--- src/rtl/vram_fill_arb.sv ---
// VRAM write-port owner: arbitrates CPU pixel writes against a clipped rectangle-fill engine.
// Optional checkerboard fill enabled by defining VRAM_FILL_PATTERN_EN.
module vram_fill_arb #(
    parameter int WIDTH      = 640,
    parameter int HEIGHT     = 240,
    parameter int STARVE_MAX = 4
) (
    input  logic        clk,
    input  logic        rst,
    input  logic [19:0] cpu_addr,
    input  logic [7:0]  cpu_data,
    input  logic        cpu_we,
    output logic        cpu_ready,
    input  logic        fill_rq,
    input  logic [9:0]  fill_x,
    input  logic [8:0]  fill_y,
    input  logic [9:0]  fill_w,
    input  logic [8:0]  fill_h,
    input  logic [7:0]  fill_color,
`ifdef VRAM_FILL_PATTERN_EN
    input  logic [7:0]  fill_color2,
    input  logic        fill_pat,
`endif
    output logic        fill_busy,
    output logic        fill_ack,
    output logic [19:0] vmem_addr,
    output logic [7:0]  vmem_data,
    output logic        vmem_we
);

    // state  | meaning
    // S_IDLE | waiting for fill_rq; CPU owns every slot
    // S_RUN  | fill in progress; CPU first, fill forced after STARVE_MAX CPU wins
    // S_DONE | one-cycle fill_ack pulse
    typedef enum logic [1:0] {S_IDLE, S_RUN, S_DONE} state_t;

    state_t      state, next_state;
    logic [9:0]  fx, cx;
    logic [8:0]  cy;
    logic [10:0] x1, y1;
    logic [19:0] row_base;
    logic [7:0]  color;
    logic [3:0]  starve;
    logic [7:0]  pix;
    logic [10:0] sum_x, sum_y, clip_x, clip_y;
    logic        empty, fill_slot, last_col, last_row;

    // 11-bit sums so a rectangle hanging off the screen edge cannot wrap
    assign sum_x  = {1'b0, fill_x} + {1'b0, fill_w};
    assign sum_y  = {2'b0, fill_y} + {2'b0, fill_h};
    assign clip_x = (sum_x > 11'(WIDTH))  ? 11'(WIDTH)  : sum_x;
    assign clip_y = (sum_y > 11'(HEIGHT)) ? 11'(HEIGHT) : sum_y;
    assign empty  = ({1'b0, fill_x} >= 11'(WIDTH)) || ({2'b0, fill_y} >= 11'(HEIGHT)) ||
                    (fill_w == 10'd0) || (fill_h == 9'd0);

    assign cpu_ready = cpu_we && !(state == S_RUN && starve == 4'(STARVE_MAX));
    assign fill_slot = (state == S_RUN) && !cpu_ready;
    assign last_col  = ({1'b0, cx} + 11'd1) == x1;
    assign last_row  = ({2'b0, cy} + 11'd1) == y1;
    assign fill_busy = (state == S_RUN);
    assign fill_ack  = (state == S_DONE);

`ifdef VRAM_FILL_PATTERN_EN
    logic [7:0] color2;
    logic       pat;
    assign pix = (pat && (cx[0] ^ cy[0])) ? color2 : color;
`else
    assign pix = color;
`endif

    always_ff @(posedge clk or negedge rst) begin
        if (!rst) state <= S_IDLE;
        else      state <= next_state;
    end

    always_comb begin
        next_state = state;
        case (state)
            S_IDLE: if (fill_rq) next_state = empty ? S_DONE : S_RUN;
            S_RUN:  if (fill_slot && last_col && last_row) next_state = S_DONE;
            S_DONE: next_state = S_IDLE;
            default: next_state = S_IDLE;
        endcase
    end

    always_ff @(posedge clk or negedge rst) begin
        if (!rst) begin
            fx        <= '0;
            cx        <= '0;
            cy        <= '0;
            x1        <= '0;
            y1        <= '0;
            row_base  <= '0;
            color     <= '0;
            starve    <= '0;
            vmem_addr <= '0;
            vmem_data <= '0;
            vmem_we   <= 1'b0;
`ifdef VRAM_FILL_PATTERN_EN
            color2    <= '0;
            pat       <= 1'b0;
`endif
        end else begin
            starve <= (state == S_RUN && cpu_ready) ? starve + 4'd1 : 4'd0;
            if (state == S_IDLE && fill_rq) begin
                fx       <= fill_x;
                cx       <= fill_x;
                cy       <= fill_y;
                x1       <= clip_x;
                y1       <= clip_y;
                row_base <= 20'(fill_y) * 20'(WIDTH);
                color    <= fill_color;
`ifdef VRAM_FILL_PATTERN_EN
                color2   <= fill_color2;
                pat      <= fill_pat;
`endif
            end else if (fill_slot) begin
                if (last_col) begin
                    cx       <= fx;
                    cy       <= cy + 9'd1;
                    row_base <= row_base + 20'(WIDTH);
                end else begin
                    cx <= cx + 10'd1;
                end
            end
            vmem_we <= cpu_ready || fill_slot;
            if (cpu_ready) begin
                vmem_addr <= cpu_addr;
                vmem_data <= cpu_data;
            end else if (fill_slot) begin
                vmem_addr <= row_base + 20'(cx);
                vmem_data <= pix;
            end
        end
    end

endmodule

--- config.mk ---
export PLATFORM = sky130hd
export DESIGN_NAME = vram_fill_arb
export DESIGN_NICKNAME = d
export VERILOG_FILES = /design/src/rtl/vram_fill_arb.sv
export SDC_FILE = /design/constraint.sdc
export NUM_CORES = 1
export LEC_CHECK = 0
export ABC_AREA = 1
export CORE_MARGIN = 2
export CORE_UTILIZATION = 50
export CTS_CLUSTER_SIZE = 25
export DETAILED_ROUTE_END_ITERATION = 12
export PLACE_DENSITY = 0.76
export SKIP_LAST_GASP = 1
export SLEW_MARGIN = 20
export SYNTH_ARGS = -nofsm -noshare
export SYNTH_HDL_FRONTEND = slang
export SYNTH_SLANG_ARGS = --single-unit
--- constraint.sdc ---
create_clock -name clk -period 3.05 [get_ports clk]
set_clock_uncertainty 0.2 [all_clocks]
set_input_delay 0.4575 -clock clk [delete_from_list [all_inputs] [get_ports clk]]
set_output_delay 0.4575 -clock clk [all_outputs]
set_load 0.02 [all_outputs]
# After elaboration in Yosys (flattened, before gate mapping)
# Index checks and enable logic that the tools add are counted.
totals:
  regBits: 114
  output_inout_bits: 32
op_classes:
  addsub: 9
  mul: 1
  n_lt_le_gt_ge: 4
  n_eq_ne: 7
  muxes: 20
  n_reduce_logical: 21
ops:
  columns: ["op", "n"]
  rows:
  - ["20-bit two-way mux", 5]
  - ["10-bit two-way mux", 4]
  - ["9-bit two-way mux", 3]
  - ["20-bit by 10-bit adder with 20-bit output", 1]
  - ["20-bit by 10-bit adder with 20-bit output (second input constant)", 1]
  - ["8-bit two-way mux", 2]
  - ["9-bit by 3-bit multiplier with 12-bit output (second input constant)", 1]
  - ["10-bit by 1-bit adder with 11-bit output (second input constant)", 1]
  - ["10-bit by 10-bit adder with 11-bit output", 1]
  - ["10-bit by 11-bit == test with 1-bit output", 1]
  - ["11-bit == test", 1]
  - ["11-bit by 10-bit > comparator with 1-bit output (second input constant)", 1]
  - ["11-bit two-way mux", 1]
  - ["10-bit by 1-bit adder with 10-bit output (second input constant)", 1]
  - ["9-bit by 1-bit adder with 10-bit output (second input constant)", 1]
  - ["9-bit by 9-bit adder with 10-bit output", 1]
  - ["10-bit >= comparator (second input constant)", 1]
  - ["10-bit by 8-bit > comparator with 1-bit output (second input constant)", 1]
  - ["10-bit zero test", 1]
  - ["9-bit by 1-bit adder with 9-bit output (second input constant)", 1]
  - ["9-bit by 8-bit >= comparator with 1-bit output (second input constant)", 1]
  - ["9-bit zero test", 1]
  - ["1-bit logical AND", 7]
  - ["2-bit two-way mux", 3]
  - ["other kinds (13)", 20]

# Longest topological paths before layout
logic_depth:
  depth_word: 10
  ltp_mapped: 17

# Worst setup path before layout
# Ideal clock, no wire load.
synth_timing:
  kind: "input-to-reg"
  startpoint: "input fill_y[1]"
  endpoint: "register row_base[18]"
  setup_time_ns: 0.118
  t_arrival_ns: 2.073
  setup_slack_ns: 0.659
  cell_stages: 13
  cell_sequence: "ha_1 -> ha_1 -> fa_1 -> nand3_1 -> nand2_1 -> nand2_1 -> nand2_1 -> a21oi_1 -> nor2_1 -> o21bai_1 -> nand2_1 -> nand3_1 -> nand2_1"
synth_between:
  elab_chain_cells: 2
synth_rtl:
  columns: ["item", "line", "rtl"]
  rows:
  - ["start, declared", "16", "input logic [8:0] fill_y,"]
  - ["9-bit by 3-bit multiplier with 12-bit output", "111", "row_base <= 20'(fill_y) * 20'(WIDTH);"]
  - ["20-bit two-way mux", "105", "if (state == S_IDLE && fill_rq) begin"]
  - ["end signal, assigned", "111", null]
  - ["end signal, assigned", "121", "row_base <= row_base + 20'(WIDTH);"]
  - ["end, declared", "41", "logic [19:0] row_base;"]
# Every way passes these cells.
# A chain may end at the register's enable or synchronous reset.

# Final worst setup path
layout_timing:
  startpoint: "register cx[1]"
  endpoint: "register cx[5]"
layout_between:
  elab_chain_cells: 5
layout_rtl:
  columns: ["item", "line", "rtl"]
  rows:
  - ["start, declared", "38", "logic [9:0] fx, cx;"]
  - ["start signal, assigned", "107", "cx <= fill_x;"]
  - ["start signal, assigned", "123", "cx <= cx + 10'd1;"]
  - ["10-bit by 1-bit adder with 11-bit output", "58", "assign last_col = ({1'b0, cx} + 11'd1) == x1;"]
  - ["11-bit == test", "58", null]
  - ["10-bit two-way mux (*)", "118", "if (last_col) begin"]
  - ["10-bit two-way mux (*)", "117", "end else if (fill_slot) begin"]
  - ["10-bit two-way mux (*)", "105", null]
# Mark *: on every way between the ends. The rest lies on a longest branch, timed or not. The select of a mux whose other input is x is not followed.

==> results by group <==
Status
  – Status: finished clean

STA
  – Final setup vio count: 0
  – Final WS setup: between 0.3 and 0.4 ns
  – Slew @ Worst Pin: 0.7931 ns
  – Fin crit share: 0.8884
  – Final slew viol count: 0
  – Max Freq: around 370 MHz
  – Slew headroom: 0.4713
  – Final hold viol count: 0
  – Fin crit period: about 2.7 ns
  – RSZ-0062 raised after global routing: false

Detailed routing
  – Via count: just over 7k
  – DRC: 0
  – Drt wl/cell: between 10 and 15 um
  – Detailed-route vias per instance: between 5 and 6
  – WL final: around 19 mm
  – Starting DRT DRC Count: between 500 and 600
  – Drt pass-1 iters: 5
  – Detail Route Antenna Nets: 0

Yosys
  – FF+latch count, synth: approximately 110
  – Mapped Cells: between 1k and 1.5k
  – Post-synthesis compound-gate area fraction: 0.09100
  – Post-synthesis xor/xnor area fraction: 0.04127
  – Net Count, Synth: 1214
  – Synth Cell Area: approximately 7500 um2
  – Unique masters post-synth: 48
  – Synth Flop Type: dfrtp_1
  – Fraction of synthesized area in multiplexers: 0
  – Synthesized area per cell: 6.919 um2
  – Ys async rst share: 1.000
  – Post-Synth Simple-Gate Area: 0.3650
  – Main combinational cell family by area after synthesis: simple AND/OR/NAND/NOR gates
  – YS warnings: 0
  – Adder-Cell Fraction of Synth Area: 0.07757
  – Post-synth EDFFs: 0
  – Register area share after synthesis: 0.3514

Clock tree
  – Clk buf depth: 2
  – Clk root buf: clkbuf_16
  – CTS Sinks: 106
  – H-tree depth: 3
  – Setup repair bufs after CTS: 0
  – CTS Buf Count: 9
  – Clock latency at the later pin of the worst-skew pair: 0.35 ns
  – Clock Pin Slew Worst Setup and Hold Paths: ~0.060 ns
  – CTS tree: yes

Critical path
  – Crit start category: flip-flop
  – Crit path max fanout: 12
  – Crit-path slowest cell: dfrtp_1
  – Worst setup EP type: flip-flop
  – Crit path DAT: 2.79 ns
  – Critical-path cell list: ha_1, nand3_1, nor2_2, nand2_1, nand2_1, nand2_1, nand3b_2, nor2_2, buf_4, nand2_1, nand2_1, nand2_1, nand2_1
  – Crit path top cell by count: nand2_1
  – Worst path buffer plus inverter count: 1
  – CP required: 3.13 ns
  – Crit path max-delay family: simple AND/OR/NAND/NOR gates
  – Crit path kind: reg -> reg
  – Max stage delay on crit path: 0.47 ns

Finish
  – Non-filler cells, final: 1382
  – # diodes: 0
  – Nets@finish: ~1.3k
  – Area growth syn-to-layout: 21.07%
  – Layout fillers: 1389
  – Share of layout cells above drive strength 1: 0.04758
  – Finished Core Util: 0.6241

Min path
  – Worst min path class: reg -> reg

Power and ir drop
  – PD cells: just over 700 nW/um2
  – Internal power: between 3 and 4 mW
  – Clk pwr share: 0.159
  – Gate power share: 0.469
  – Max VDD drop: approximately 0.00039 V
  – Reg power frac: 0.372
  – Sw frac: 0.4363
  – Net Switching: ~2.9 mW
  – Pleak: 4.560 nW

Floorplan
  – Die area: 16100 um2
  – Die Span X: 126.9 um
  – Std-Cell Rows: 44
  – I/O Pins: 110
  – Die height: around 130 um
  – Core Area: 14640 um2
  – Initial Util: 0.5155

Placement
  – Worst slack, placed: -0.02056 ns
  – # placed instances: approximately 1.4k
  – Hpwl dp: approximately 14 mm
  – Port Buffers: 109
  – Routability congestion estimate: 0.8997

Global route
  – GRT Util Overall: 0.2445
  – Largest net degree at the start of global routing: 76
  – Vias in the first global route: 6901
  – Total grt overflow: 0
  – Global-route wire length before repair: around 32 mm
  – Initial antenna violation count: 0

Run
  – Max Cap Viol: 0
## cell type report
| cell class | count | area, um2 | area share |
|---|---|---|---|
| Multi-Input combinational cell | 850 | 4348 | 0.4758 |
| Timing Repair Buffer | 133 | 1296 | 0.1418 |
| Clock inverter | 1 | 5.005 | 0.0005476 |
| Sequential cell | 106 | 2653 | 0.2903 |
| Clock buffer | 11 | 242.7 | 0.02656 |
| Tap cell | 184 | 230.2 | 0.02519 |
| Inverter | 97 | 364.1 | 0.03984 |
## kinds of logic (layout without fill, tap and decap cells)
kind of cell	count (synthesis)	after routing
AND/OR/NAND/NOR	657	657
other	1	1
adder cells (fa/ha/maj)	45	45
XOR/XNOR	34	34
AO/OA/AOI/OAI	113	113
buffers and inverters	135	242
flip-flops	106	106
## metrics by stage
step           setup TNS (ns)  power, mW  area (um2)  hold slack (ns)
4_1_cts                     0      6.551        9139           0.2834
2_1_floorplan               0      4.516        7548         -0.03809
5_1_grt                     0      7.109        9139           0.3105
3_5_place_dp         -0.05950      5.488        8881           0.2658
3_3_place_gp                0      5.420        8881           0.2597
6_report                    0      6.540        9139           0.2811
## power groups by stage
stage          registers [mW]  clock network, mW  logic [mW]
2_1_floorplan            2.39                  0        2.12
3_3_place_gp             2.42                  0        3.00
3_5_place_dp             2.44                  0        3.05
4_1_cts                  2.42               1.07        3.07
5_1_grt                  2.51               1.12        3.48
6_report                 2.43               1.04        3.07
## metal layers
| layer | part of all wire | up-vias | global-route usage |
|---|---|---|---|
| met4 | 0.011 | 0 | 0.05301 |
| met2 | 0.45 | 188 | 0.4010 |
| met5 | 0 | - | 0 |
| met1 | 0.49 | 3319 | 0.3456 |
| li1 | - | 3732 | - |
| met3 | 0.046 | 17 | 0.03669 |
## sequential cells by signal (all words and copies together), names as in the netlist, 8 cells and up
signal and cells:
color 8, cx 10, cy 9, fx 10, row_base 13, vmem_addr 20, vmem_data 8, x1 11
y1 10
## Yosys cell counts (all sizes together) (9+ instances only)
cell,n,share of area
a21oi,29,0.020
buf,14,0.012
clkbuf,24,0.013
a21boi,9,0.0090
inv,96,0.048
nand3,123,0.084
dfrtp,106,0.35
xnor2,11,0.013
xor2,22,0.026
ha,42,0.070
o211ai,15,0.015
nand2,420,0.21
nor2,83,0.044
o21ai,39,0.027
## path summary, 6_finish.rpt
| path | startpoint | endpoint | slack [ns] | cells after the start |
|---|---|---|---|---|
| max reg2reg | cx[1]$_DFFE_PN0P_ | cx[5]$_DFFE_PN0P_ | 0.34 | 13 |
| max in group asynchronous | rst | cy[4]$_DFFE_PN0P_ | 1.49 | 3 |
| min | color[7]$_DFFE_PN0P_ | vmem_data[7]$_DFFE_PN0P_ | 0.28 | 2 |
| min reg2reg | color[7]$_DFFE_PN0P_ | vmem_data[7]$_DFFE_PN0P_ | 0.28 | 2 |
| min in group asynchronous | rst | vmem_we$_DFF_PN0_ | 0.43 | 2 |
| max | cx[1]$_DFFE_PN0P_ | cx[5]$_DFFE_PN0P_ | 0.34 | 13 |
## worst min-delay path, cell delays in order (launching register included)
cell,delay (ns)
dfrtp_1,0.34
nand2_1,0.05
nand3_1,0.05
## layout by cell type (no fill, tap or decap), drive strengths merged, types with 2 or more instances in the layout
master	count
a21boi	9
o211ai	15
nor4	3
nand3b	8
nor3b	2
clkdlybuf4s50	108
fa	3
nand3	123
clkinv	2
o21bai	8
inv	96
nor3	7
nand4	8
a22oi	2
buf	24
xnor2	11
dfrtp	106
a21oi	29
clkbuf	11
ha	42
xor2	22
o22ai	3
o21ai	39
nor2	83
a31oi	4
nand2	420
## repair_timing
action / CTS / global route
resized for setup: 0 / 0
hold buffers: 1 / 0
hold endpoints to repair: 42 / 0
Note: power is estimated with default switching activity, not from simulation.
